[src/rtl/regfile_wb_arbiter_pkg.sv]
// Shared definitions for the register-file writeback arbiter: defaults, FSM states, requester ids.
package regfile_pkg;
  localparam int XLEN_DEF   = 32;
  localparam int REG_AW_DEF = 5;

  typedef enum logic {
    ST_CLEAR = 1'b0,
    ST_RUN   = 1'b1
  } state_e;

  localparam int REQ_ALU = 0;
  localparam int REQ_LSU = 1;
endpackage

[src/rtl/regfile_wb_arbiter_if.sv]
// Writeback requester handshakes plus register-file write port and status outputs.
interface regfile_wb_arbiter_if
  import regfile_pkg::*;
#(
  parameter int XLEN   = XLEN_DEF,
  parameter int REG_AW = REG_AW_DEF,
  parameter int CNT_W  = 16
);
  logic              alu_valid;
  logic [REG_AW-1:0] alu_rd;
  logic [XLEN-1:0]   alu_data;
  logic              alu_ready;
  logic              lsu_valid;
  logic [REG_AW-1:0] lsu_rd;
  logic [XLEN-1:0]   lsu_data;
  logic              lsu_ready;
  logic              rf_write_enable;
  logic [REG_AW-1:0] rf_rd;
  logic [XLEN-1:0]   rf_write_data;
  logic              init_done;
  logic [CNT_W-1:0]  conflict_cnt;
  logic              last_grant;

  modport master (
    output alu_valid, alu_rd, alu_data, lsu_valid, lsu_rd, lsu_data,
    input  alu_ready, lsu_ready, rf_write_enable, rf_rd, rf_write_data,
           init_done, conflict_cnt, last_grant
  );

  modport slave (
    input  alu_valid, alu_rd, alu_data, lsu_valid, lsu_rd, lsu_data,
    output alu_ready, lsu_ready, rf_write_enable, rf_rd, rf_write_data,
           init_done, conflict_cnt, last_grant
  );
endinterface

[src/rtl/regfile_wb_arbiter_rr_arb2.sv]
// Two-way round-robin arbiter; on a tie the requester that did not win last time is granted.
module rr_arb2
  import regfile_pkg::*;
(
  input  logic       clk,
  input  logic       rst,
  input  logic [1:0] req_i,
  input  logic       en_i,
  output logic [1:0] gnt_o,
  output logic       last_o
);
  logic last_q, last_d;

  always_comb begin
    gnt_o  = 2'b00;
    last_d = last_q;
    if (en_i) begin
      unique case (req_i)
        2'b01:   gnt_o = 2'b01;
        2'b10:   gnt_o = 2'b10;
        2'b11:   gnt_o = (last_q == 1'(REQ_LSU)) ? 2'b01 : 2'b10;
        default: gnt_o = 2'b00;
      endcase
      if (|gnt_o) last_d = gnt_o[REQ_LSU];
    end
  end

  // Reset to LSU so the ALU wins the first tie.
  always_ff @(posedge clk or posedge rst) begin
    if (rst) last_q <= 1'(REQ_LSU);
    else     last_q <= last_d;
  end

  assign last_o = last_q;
endmodule

[src/rtl/regfile_wb_arbiter.sv]
// Register-file write port owner: clears x1..x(NREG-1) after reset, then round-robins ALU/LSU writebacks.
module regfile_wb_arbiter
  import regfile_pkg::*;
#(
  parameter int XLEN           = XLEN_DEF,
  parameter int REG_AW         = REG_AW_DEF,
  parameter bit CLEAR_ON_RESET = 1'b1,
  parameter int CNT_W          = 16
) (
  input logic                clk,
  input logic                rst,
  regfile_wb_arbiter_if.slave wb
);
  localparam state_e ST_INIT = CLEAR_ON_RESET ? ST_CLEAR : ST_RUN;

  state_e            state_q, state_d;
  logic [REG_AW-1:0] clr_idx_q, clr_idx_d;
  logic              we_q, we_d;
  logic [REG_AW-1:0] rd_q, rd_d;
  logic [XLEN-1:0]   data_q, data_d;
  logic              init_q, init_d;
  logic [CNT_W-1:0]  cnt_q, cnt_d;
  logic [1:0]        gnt;
  logic              last_grant;
  logic [REG_AW-1:0] sel_rd;
  logic [XLEN-1:0]   sel_data;

  rr_arb2 u_arb (
    .clk    (clk),
    .rst    (rst),
    .req_i  ({wb.lsu_valid, wb.alu_valid}),
    .en_i   (state_q == ST_RUN),
    .gnt_o  (gnt),
    .last_o (last_grant)
  );

  assign sel_rd   = gnt[REQ_LSU] ? wb.lsu_rd   : wb.alu_rd;
  assign sel_data = gnt[REQ_LSU] ? wb.lsu_data : wb.alu_data;

  always_comb begin
    state_d   = state_q;
    clr_idx_d = clr_idx_q;
    we_d      = 1'b0;
    rd_d      = rd_q;
    data_d    = data_q;
    init_d    = init_q;
    cnt_d     = cnt_q;
    unique case (state_q)
      ST_CLEAR: begin
        we_d      = 1'b1;
        rd_d      = clr_idx_q;
        data_d    = '0;
        clr_idx_d = clr_idx_q + 1'b1;
        if (clr_idx_q == '1) begin
          state_d = ST_RUN;
          init_d  = 1'b1;
        end
      end
      ST_RUN: begin
        // x0 writes complete the handshake but never reach the regfile.
        if (|gnt && sel_rd != '0) begin
          we_d   = 1'b1;
          rd_d   = sel_rd;
          data_d = sel_data;
        end
        if (wb.alu_valid && wb.lsu_valid && cnt_q != '1) cnt_d = cnt_q + 1'b1;
      end
      default: state_d = ST_INIT;
    endcase
  end

  always_ff @(posedge clk or posedge rst) begin
    if (rst) begin
      state_q   <= ST_INIT;
      clr_idx_q <= REG_AW'(1);
      we_q      <= 1'b0;
      rd_q      <= '0;
      data_q    <= '0;
      init_q    <= CLEAR_ON_RESET ? 1'b0 : 1'b1;
      cnt_q     <= '0;
    end else begin
      state_q   <= state_d;
      clr_idx_q <= clr_idx_d;
      we_q      <= we_d;
      rd_q      <= rd_d;
      data_q    <= data_d;
      init_q    <= init_d;
      cnt_q     <= cnt_d;
    end
  end

  assign wb.alu_ready       = gnt[REQ_ALU];
  assign wb.lsu_ready       = gnt[REQ_LSU];
  assign wb.rf_write_enable = we_q;
  assign wb.rf_rd           = rd_q;
  assign wb.rf_write_data   = data_q;
  assign wb.init_done       = init_q;
  assign wb.conflict_cnt    = cnt_q;
  assign wb.last_grant      = last_grant;
endmodule

[src/flat_wrapper.sv]
// flat-port wrapper written by rule: the top's interface ports become plain ports
module regfile_wb_arbiter_flat import regfile_pkg::*;
#(
  parameter int XLEN           = XLEN_DEF,
  parameter int REG_AW         = REG_AW_DEF,
  parameter bit CLEAR_ON_RESET = 1'b1,
  parameter int CNT_W          = 16
)
  (clk, rst, wb_alu_valid, wb_alu_rd, wb_alu_data, wb_lsu_valid, wb_lsu_rd, wb_lsu_data, wb_alu_ready, wb_lsu_ready, wb_rf_write_enable, wb_rf_rd, wb_rf_write_data, wb_init_done, wb_conflict_cnt, wb_last_grant);
  regfile_wb_arbiter_if #(.XLEN(XLEN), .REG_AW(REG_AW), .CNT_W(CNT_W)) wb_i ();
  input logic clk;
  input logic rst;
  input wire logic [$bits(wb_i.alu_valid)-1:0] wb_alu_valid;
  input wire logic [$bits(wb_i.alu_rd)-1:0] wb_alu_rd;
  input wire logic [$bits(wb_i.alu_data)-1:0] wb_alu_data;
  input wire logic [$bits(wb_i.lsu_valid)-1:0] wb_lsu_valid;
  input wire logic [$bits(wb_i.lsu_rd)-1:0] wb_lsu_rd;
  input wire logic [$bits(wb_i.lsu_data)-1:0] wb_lsu_data;
  output wire logic [$bits(wb_i.alu_ready)-1:0] wb_alu_ready;
  output wire logic [$bits(wb_i.lsu_ready)-1:0] wb_lsu_ready;
  output wire logic [$bits(wb_i.rf_write_enable)-1:0] wb_rf_write_enable;
  output wire logic [$bits(wb_i.rf_rd)-1:0] wb_rf_rd;
  output wire logic [$bits(wb_i.rf_write_data)-1:0] wb_rf_write_data;
  output wire logic [$bits(wb_i.init_done)-1:0] wb_init_done;
  output wire logic [$bits(wb_i.conflict_cnt)-1:0] wb_conflict_cnt;
  output wire logic [$bits(wb_i.last_grant)-1:0] wb_last_grant;
  assign wb_i.alu_valid = wb_alu_valid;
  assign wb_i.alu_rd = wb_alu_rd;
  assign wb_i.alu_data = wb_alu_data;
  assign wb_i.lsu_valid = wb_lsu_valid;
  assign wb_i.lsu_rd = wb_lsu_rd;
  assign wb_i.lsu_data = wb_lsu_data;
  assign wb_alu_ready = wb_i.alu_ready;
  assign wb_lsu_ready = wb_i.lsu_ready;
  assign wb_rf_write_enable = wb_i.rf_write_enable;
  assign wb_rf_rd = wb_i.rf_rd;
  assign wb_rf_write_data = wb_i.rf_write_data;
  assign wb_init_done = wb_i.init_done;
  assign wb_conflict_cnt = wb_i.conflict_cnt;
  assign wb_last_grant = wb_i.last_grant;
  regfile_wb_arbiter #(.XLEN(XLEN), .REG_AW(REG_AW), .CLEAR_ON_RESET(CLEAR_ON_RESET), .CNT_W(CNT_W)) u_core (.clk(clk), .rst(rst), .wb(wb_i));
endmodule
[config.mk]
export PLATFORM = sky130hd
export DESIGN_NAME = regfile_wb_arbiter_flat
export DESIGN_NICKNAME = d
export VERILOG_FILES = /design/src/rtl/regfile_wb_arbiter_pkg.sv /design/src/rtl/regfile_wb_arbiter_if.sv /design/src/rtl/regfile_wb_arbiter_rr_arb2.sv /design/src/rtl/regfile_wb_arbiter.sv /design/src/flat_wrapper.sv
export SDC_FILE = /design/constraint.sdc
export NUM_CORES = 1
export LEC_CHECK = 0
export ABC_AREA = 1
export CORE_MARGIN = 2
export CORE_UTILIZATION = 44
export CTS_CLUSTER_DIAMETER = 100
export DETAILED_ROUTE_END_ITERATION = 8
export PLACE_DENSITY = 0.92
export SYNTH_ARGS = -nofsm -noshare
export SYNTH_HDL_FRONTEND = slang
export SYNTH_SLANG_ARGS = --single-unit
[constraint.sdc]
create_clock -name clk -period 2.7 [get_ports clk]
set_input_delay 0.81 -clock clk [delete_from_list [all_inputs] [get_ports clk]]
set_output_delay 0.81 -clock clk [all_outputs]
set_load 0.03 [all_outputs]
# Yosys cells after proc, flatten, opt, wreduce, memory -nomap -nowiden
# Index checks and enable logic that the tools add are counted.
dict set report classes {
  add_sub_neg 2
  mul 0
  div_mod_pow 0
  n_lt_le_gt_ge 0
  n_eq_ne 6
  shift 0
  mux 14
  n_bitwise 1
  reduce_logical 9
}
# operator n
set op_table {}
lappend op_table {{32-bit 2-to-1 mux} 2}
lappend op_table {{32-bit case mux with 2 select lines} 1}
lappend op_table {{16-bit by 1-bit adder with 16-bit output (second input constant)} 1}
lappend op_table {{16-bit inequality test (second input constant)} 1}
lappend op_table {{5-bit 2-to-1 mux} 2}
lappend op_table {{5-bit case mux with 2 select lines} 1}
lappend op_table {{2-bit 2-to-1 mux} 3}
lappend op_table {{2-bit case mux with 3 select lines} 1}
lappend op_table {{2-bit AND reduction} 3}
lappend op_table {{5-bit by 1-bit adder with 5-bit output (second input constant)} 1}
lappend op_table {{5-bit equality test (second input constant)} 1}
lappend op_table {{5-bit nonzero test} 1}
lappend op_table {{2-bit equality test (second input constant)} 2}
lappend op_table {{2-bit OR reduction} 2}
lappend op_table {{1-bit logical AND} 3}
lappend op_table {{1-bit 2-to-1 mux} 3}
lappend op_table {{2-bit by 1-bit equality test with 1-bit output (second input constant)} 1}
lappend op_table {{2-bit inequality test (second input constant)} 1}
lappend op_table {{1-bit case mux with 2 select lines} 1}
lappend op_table {{1-bit inverter} 1}
dict set report totals {
  regBits 62
  latchBits 0
  ram_bits 0
  romBits 0
  inputBits 78
  output_inout_bits 58
  memories 0
}

# Logic depth before layout (Yosys ltp)
# Gate-level depths: netlist (run 1).
dict set report logic_depth {
  ltp_word 9
  ltp_mapped 11
}

# Modules after synthesis
# Synthesis (run 1) repeated with hierarchy kept, for this count alone.
dict set report hier_totals {
  cells_unflattened 473
  area_unflattened_um2 3540.9
}
# mod n_inst cells_each area_each_um2 seq_area_each_um2
set modules_own_cells {}
lappend modules_own_cells {regfile_wb_arbiter 1 461 3472.1 1527.7}
lappend modules_own_cells {rr_arb2 1 12 68.8 26.3}

# Worst setup path after synthesis (run 1)
# Ideal clock, no wire load.
dict set report synth_timing {
  kind {in2out}
  start {input wb_alu_valid}
  end {output wb_alu_ready}
  arrival_time_ps 1688
  t_required_ps 1890
  setup_slack_ps 202
  stages 4
  path_buffers 0
  path_cell_list {inv_1 -> a21oi_1 -> inv_1 -> nor2_1}
}
dict set report synth_via {
  elab_chain_len 4
  word_cells_on_any_way 6
  classes_between {eq/ne: 3; mux: 3}
}
# item line
set synth_rtl {}
lappend synth_rtl {{start: declaration} flat_wrapper.sv:13} ;# input wire logic [$bits(wb_i.alu_valid)-1:0] wb_alu_valid;
lappend synth_rtl {{2-bit equality test / 2-bit by 1-bit equality test with 1-bit output (equally long branches)} regfile_wb_arbiter_rr_arb2.sv:18} ;# unique case (req_i)
lappend synth_rtl {{2-bit case mux with 3 select lines *} regfile_wb_arbiter_rr_arb2.sv:18}
lappend synth_rtl {{2-bit 2-to-1 mux * (2 in a row)} regfile_wb_arbiter_rr_arb2.sv:17} ;# if (en_i) begin
lappend synth_rtl {{end: declaration} flat_wrapper.sv:19} ;# output wire logic [$bits(wb_i.alu_ready)-1:0] wb_alu_ready;
# Every way passes the cells marked *; elsewhere a longest branch is shown, timed or not. The select of a mux whose other input is x is not followed.

# Worst setup path in the final report (run 1)
dict set report layout_timing {
  start {input wb_lsu_valid}
  end {output wb_alu_ready}
}
dict set report layout_via {
  elab_chain_len 4
  word_cells_on_any_way 6
  classes_between {eq/ne: 3; mux: 3}
}
# item line
set layout_rtl {}
lappend layout_rtl {{start: declaration} flat_wrapper.sv:16} ;# input wire logic [$bits(wb_i.lsu_valid)-1:0] wb_lsu_valid;
lappend layout_rtl {{2-bit equality test / 2-bit by 1-bit equality test with 1-bit output (equally long branches)} regfile_wb_arbiter_rr_arb2.sv:18}
lappend layout_rtl {{2-bit case mux with 3 select lines *} regfile_wb_arbiter_rr_arb2.sv:18}
lappend layout_rtl {{2-bit 2-to-1 mux * (2 in a row)} regfile_wb_arbiter_rr_arb2.sv:17}
# Marked as above.

==> results_dict.tcl, run 1 <==
set metrics [dict create \
    core-area_sq_mm 0.00761 \
    critPathLaunch "wb_lsu_valid" \
    crit_fanout 5 \
    hpwl_mm 7.32 \
    place_inst 661 \
    cts.sinks 62 \
    routabilityCongestion 0.891 \
    drc 0 \
    timing.final.ws_setup_ns 0.0892 \
    stdcell_count 677 \
    required_ns 1.89 \
    worstSetupPathType "in -> out" \
    ys_seq_area_share_pct 45.5 \
    syn_area_per_cell_sq_um 7.96 \
    clock_skew_ns 0.00509 \
    pre_cts_ws_ns -0.103 \
    rsz0062_at_grt "no" \
    routed_wl_mm 10.1 \
    ys_types 32 \
    hold_path.class "reg -> reg" \
    cts_tree "yes" \
    slew_headroom_pct 67.8 \
    worstSetupEndpointType "output pin" \
    hold_violations 0 \
    synth_warnings 0 \
    synth_top_area_share_pct 44.0 \
    netlist_top_cells_count "144 x nand2_1, 60 x dfrtp_1, 50 x nand3_1, 29 x inv_1, 22 x nand3b_1" \
    ant_nets 0 \
    wire_per_inst_microns 14.9 \
    std_cell_rows 32 \
    antenna_found_initial 0 \
    drt-initial-drc-count 154 \
    ctsLongestPathBuffers 2 \
    viasPerCell 5.23 \
    synth-main-ff-cell "dfrtp_1" \
    synthAdderAreaFrac_pct 1.10 \
    fmax_ghz 0.383 \
    arrival_ns 1.80 \
    grt_pass1_vias 3673 \
    syn_inst 429 \
    synth_edf_count 0 \
    tightest_slew_ns 0.482 \
    track_usage_pct 24.8 \
    htreeDepth 3 \
    synthTopCellsByArea "dfrtp_1 44%, nand2_1 16%, nand3_1 7.3%" \
    setup.worst_path.end "wb_alu_ready" \
    r2r_slack_ns 0.80 \
    area_delta_synth_final_pct 49.8 \
    ctsResizeCount 3 \
    crit-reg2reg-launch "u_core.wb.conflict_cnt[0]$_DFFE_PP0P_" \
    yosys.area_share.simple_pct 35.1 \
    fp.dieW_microns 92.1 \
    peakVddDrop_mv 0.356 \
    setup_viol 0 \
    period_needed_ns 2.61 \
    muxShareOfSynthArea_pct 0 \
    netlist_area_sq_mm 0.00341 \
    whs_ns 0.500 \
    multi_input_area_sq_mm 0.00161 \
    ys_seq_elements 62 \
    report.final.slew_viol_count 0 \
    drt_pass1_iterations 5 \
    cap_viol_max_count 0 \
    floorplan.io_pins 136 \
    n_fill_cell 616 \
    min_period_over_period_pct 96.7 \
    dieHeight_microns 92.1 \
    initial_core_util_pct 44.9 \
    yosys.area.top_type "dfrtp_1" \
    grt_max_degree 42 \
    cts-buffers-inserted 9 \
    root_buffer "clkbuf_8" \
    nets 651 \
    leakage_nw 2.39 \
    overflow 0 \
    synth_compound_area_share_pct 7.22 \
    yosysMostFrequentCell "nand2_1" \
    final_cell_area_sq_mm 0.00511 \
    cts_setup_buffers 0 \
    cts_hold_buffers 0 \
    synth_top_family_by_area "simple AND/OR/NAND/NOR gates" \
    dpl-instance-area_sq_mm 0.00494 \
    grt_pass1_wl_mm 16.8 \
    drive_gt1_share_pct 9.91 \
    finalCoreUtilization_pct 67.2 \
    synth_nets 510 \
    seqCellArea_sq_mm 0.00155 \
    synth_async_sr_flop_share_pct 100 \
    path_clk_slew_ns 0.06 \
    vias 3544 \
    worstSkewPairLatency_ns 0.33 \
    status "complete, no violations" \
    die_area_sq_mm 0.00848 \
    p_per_area_mw_per_mm2 541 \
    r2r_cells 9 \
    cp-start-kind "primary input" \
    port_buffers 135 \
    reg2reg_to "u_core.wb.conflict_cnt[15]$_DFFE_PP0P_" \
    n_antenna_cell 0 \
    synth_xor_area_share_pct 3.33 \
]
[routing by layer]
layer  part of all wire [%]  wire length, microns  global-route usage [%]
met1                     42                  4210                    30.0
met2                     50                  5020                    42.5
met3                    5.6                   569                    5.59
met4                    2.7                   276                    10.4
met5                      0                     0                       0
[power breakdown]
group	internal, mW	switching (mW)
logic	0.417	0.493
registers	1.04	0.110
clock network	0.354	0.354
total	1.81	0.957
[critical path, cell delays in order]
cell	delay, ns
dlygate4sd2_1	0.31
a21oi_1	0.17
buf_4	0.14
inv_1	0.06
nor2_1	0.13
buf_4	0.18
[cell usage in the layout, fill, tap and decap left out, types with 2 or more instances in the layout]
| cell | count |
|---|---|
| a31oi_1 | 2 |
| nor2_1 | 12 |
| nand4_1 | 5 |
| inv_2 | 3 |
| buf_12 | 4 |
| dfrtp_1 | 60 |
| clkinv_2 | 3 |
| clkbuf_8 | 10 |
| nand3_2 | 10 |
| inv_1 | 28 |
| dlygate4sd2_1 | 2 |
| xnor2_1 | 4 |
| xor2_1 | 9 |
| o22ai_1 | 18 |
| clkdlybuf4s50_1 | 131 |
| nor3_1 | 5 |
| nand2_1 | 144 |
| dfstp_2 | 2 |
| clkbuf_1 | 2 |
| nand3b_1 | 22 |
| buf_4 | 18 |
| nand3_1 | 50 |
| ha_1 | 3 |
| o21ai_0 | 16 |
[worst min path at each step]
| stage | startpoint | endpoint | slack (ns) | cells after the start |
|---|---|---|---|---|
| 3_3_place_gp | u_core.wb.init_done$_DFFE_PP0P_ | u_core.wb.init_done$_DFFE_PP0P_ | 0.45 | 1 |
| 5_1_grt | u_core.clr_idx_q[0]$_DFFE_PP1N_ | u_core.clr_idx_q[0]$_DFFE_PP1N_ | 0.52 | 1 |
| 2_1_floorplan | u_core.clr_idx_q[4]$_DFFE_PP0N_ | u_core.clr_idx_q[4]$_DFFE_PP0N_ | 0.47 | 2 |
| 6_report | u_core.wb.init_done$_DFFE_PP0P_ | u_core.wb.init_done$_DFFE_PP0P_ | 0.50 | 1 |
| 4_1_cts | u_core.clr_idx_q[0]$_DFFE_PP1N_ | u_core.clr_idx_q[0]$_DFFE_PP1N_ | 0.50 | 1 |
| 3_5_place_dp | u_core.wb.rf_write_data[1]$_DFFE_PP0P_ | u_core.wb.rf_write_data[1]$_DFFE_PP0P_ | 0.49 | 2 |
[cells by family after synthesis]
kind of cell,after synthesis
adders and majority gates,3
and+or+nand+nor,254
buffers and inverters,56
xor gates and xnor gates,13
DFF,62
AOI/OAI and AO/OA,41
[flip-flops by register name, indices dropped and copies added, names as in the netlist]
signal	count
u_core.wb.rf_write_data	32
u_core.wb.init_done	1
u_core.u_arb.last_o	1
u_core.state_q	1
u_core.clr_idx_q	5
u_core.wb.conflict_cnt	16
u_core.wb.rf_write_enable	1
u_core.wb.rf_rd	5
[per-stage QoR]
step / setup TNS [ns] / power [mW]
floorplan: 0 / 1.62
detailed placement: -0.181 / 2.07
CTS: 0 / 2.78
global route: 0 / 2.90
global placement: -0.145 / 2.05
finish: 0 / 2.77
[final cells by class]
| class | count | share of cell area [%] |
|---|---|---|
| clock buffers | 12 | 2.84 |
| flip-flops and latches | 62 | 30.4 |
| inverters | 31 | 2.27 |
| multi-input cells | 311 | 31.4 |
| well taps | 102 | 2.50 |
| repair buffers | 155 | 30.2 |
| clock inverters | 4 | 0.440 |
Power figures use the tool's default switching activity.
==> run 2: changes to the inputs <==
--- a/config.mk
+++ b/config.mk
@@ -10,7 +10,9 @@
 export CORE_UTILIZATION = 44
 export CTS_CLUSTER_DIAMETER = 100
 export DETAILED_ROUTE_END_ITERATION = 8
+export GPL_TIMING_DRIVEN = 0
 export PLACE_DENSITY = 0.92
+export REMOVE_ABC_BUFFERS = 1
 export SYNTH_ARGS = -nofsm -noshare
 export SYNTH_HDL_FRONTEND = slang
 export SYNTH_SLANG_ARGS = --single-unit
==> results_dict.tcl, run 2 (same netlist as run 1, synthesis figures left out) <==
set metrics [dict create \
    die_area_sq_mm 0.00848 \
    crit_fanout 6 \
    slowest_stage "clkdlybuf4s15_1" \
    grt_pass1_vias 3579 \
    timing.final.ws_setup_ns 0.0485 \
    layout_commonest_cell "nand2_1" \
    leakage_nw 2.36 \
    mostFrequentLayoutCells "144 x nand2_1, 131 x clkdlybuf4s50_1, 59 x dfrtp_1" \
    ant_nets 0 \
    n_antenna_cell 0 \
    overflow 0 \
    p_comb_share_pct 33.1 \
    tns_ns 0 \
    p_switching_mw 0.953 \
    hold_violations 0 \
    seqPwrFrac_pct 41.4 \
    worstSetupPathType "in -> out" \
    root_buffer "clkbuf_8" \
    report.power.total_mw 2.76 \
    p_int_mw 1.81 \
    dpl-instance-area_sq_mm 0.00477 \
    antenna_found_initial 0 \
    worstSetupEndpointType "output pin" \
    area_delta_synth_final_pct 50.3 \
    met2_usage_pct 45.5 \
    pre_cts_ws_ns -1.77 \
    std_cell_rows 32 \
    fmax_ghz 0.377 \
    min_period_over_period_pct 98.2 \
    swShare_pct 34.5 \
    setup_viol 0 \
    clkPwrFrac_pct 25.5 \
    floorplan.io_pins 136 \
    tightest_slew_ns 0.715 \
    critPathBufInv 3 \
    drive_gt1_share_pct 10.3 \
    core-area_sq_mm 0.00761 \
    required_ns 1.89 \
    period_needed_ns 2.65 \
    report.final.slew_viol_count 0 \
    initial_core_util_pct 44.9 \
    rsz0062_at_grt "no" \
    grt_pass1_wl_mm 16.6 \
    routabilityCongestion 0.922 \
    nets 648 \
    drt-initial-drc-count 170 \
    dieHeight_microns 92.1 \
    ctsLongestPathBuffers 2 \
    wire_per_inst_microns 15.6 \
    slew_headroom_pct 52.0 \
    htreeDepth 3 \
    grt_max_degree 52 \
    path_clk_slew_ns 0.07 \
    arrival_ns 1.84 \
    path_cells "clkdlybuf4s15_1 > nand3_4 > nand3_4 > clkinvlp_4 > clkdlybuf4s15_2" \
    vias 3557 \
    slowest_delay_ns 0.30 \
    peakVddDrop_mv 0.204 \
    cts_tree "yes" \
    grtUsageMet1_pct 28.0 \
    cp-start-kind "primary input" \
    grt-busiest-layer "met2" \
    path_delay_family "buffers and inverters" \
    cts_hold_buffers 0 \
    viasPerCell 5.28 \
    port_buffers 135 \
    routed_wl_mm 10.5 \
    worstSkewPairLatency_ns 0.33 \
    hpwl_mm 6.67 \
    drc 0 \
    status "complete, no violations" \
    track_usage_pct 24.7 \
    fp.dieW_microns 92.1 \
    cap_viol_max_count 0 \
    gr-usage-met3_pct 5.51 \
    final_cell_area_sq_mm 0.00513 \
    cts-buffers-inserted 9 \
    hold_path.class "reg -> reg" \
    p_per_area_mw_per_mm2 538 \
    path_common_cell "nand3_4" \
    clock_skew_ns 0.00807 \
    cts.sinks 62 \
    drt_pass1_iterations 7 \
    largest_reg_flops 32 \
]
[run 2: cell types whose count changed in the layout (fill, tap and decap cells not counted), sizes merged, moves of 2 or more]
cell           delta
dlygate4sd2       -2
clkbuf            +2
inv               -2
clkinvlp          +3
clkdlybuf4s15     +3
buf               -8
[run 2: routing by layer]
layer	share of wire [%]	vias to the layer above
met3	7.2	19
met5	0	-
met4	1.7	0
met1	37	1688
li1	-	1694
met2	54	156
[run 2: timing repair]
item | 4_1_cts | 5_1_grt
gates cloned | 3 | 1
gates resized for setup | 22 | 5
endpoints found under the hold margin | 0 | 0
buffers inserted | 7 | 5
setup endpoints to repair | 40 | 39
pin swaps | 1 | 1
[run 2: worst paths after layout]
check	startpoint	end	slack, ns	cells after the start
worst max-delay path	wb_alu_valid	wb_lsu_ready	0.05	5
worst min-delay path	u_core.wb.init_done$_DFFE_PP0P_	u_core.wb.init_done$_DFFE_PP0P_	0.47	1
worst max register to register	u_core.u_arb.last_o$_DFFE_PP1P_	u_core.wb.rf_write_data[10]$_DFFE_PP0P_	0.41	9
worst min register to register	u_core.wb.init_done$_DFFE_PP0P_	u_core.wb.init_done$_DFFE_PP0P_	0.47	1
max in group asynchronous	rst	u_core.clr_idx_q[0]$_DFFE_PP1N_	1.25	3
min in group asynchronous	rst	u_core.wb.rf_write_data[13]$_DFFE_PP0P_	0.79	2
[run 2: worst reg2reg max path, stage by stage (launching register included)]
cell and delay [ns]:
dfstp_2 0.60, nand3_4 0.13, nand3_4 0.14, buf_4 0.13, nand2_1 0.05, nand2_1 0.08
nand3_1 0.28, o21bai_4 0.58, nand3_1 0.14, nand2_1 0.09
[run 2: layout make-up]
class,instances,area (sq um)
tap,102,128
sequential,62,1560
inverter,31,124
clock buffer,14,153
timing repair buffer,148,1480
multi-input combinational,313,1670
fill,594,2480
timing repair inverter,2,12.5
clock inverter,2,10.0
[run 2: stage by stage]
step / util, % / cells / hold WS (ns)
4_1_cts: 66.5 / 668 / 0.471
6_report: 67.5 / 674 / 0.473
3_3_place_gp: 62.4 / 641 / 0.445
3_5_place_dp: 62.7 / 642 / 0.456
5_1_grt: 67.5 / 674 / 0.501
2_1_floorplan: - / 404 / 0.475
[run 2: power groups by stage]
stage	Sequential (mW)	Combinational (mW)	Clock, mW
3_3_place_gp	1.15	0.856	0
4_1_cts	1.14	0.912	0.720
6_report	1.14	0.914	0.703
5_1_grt	1.16	0.981	0.765
3_5_place_dp	1.16	0.883	0
2_1_floorplan	1.36	0.252	0
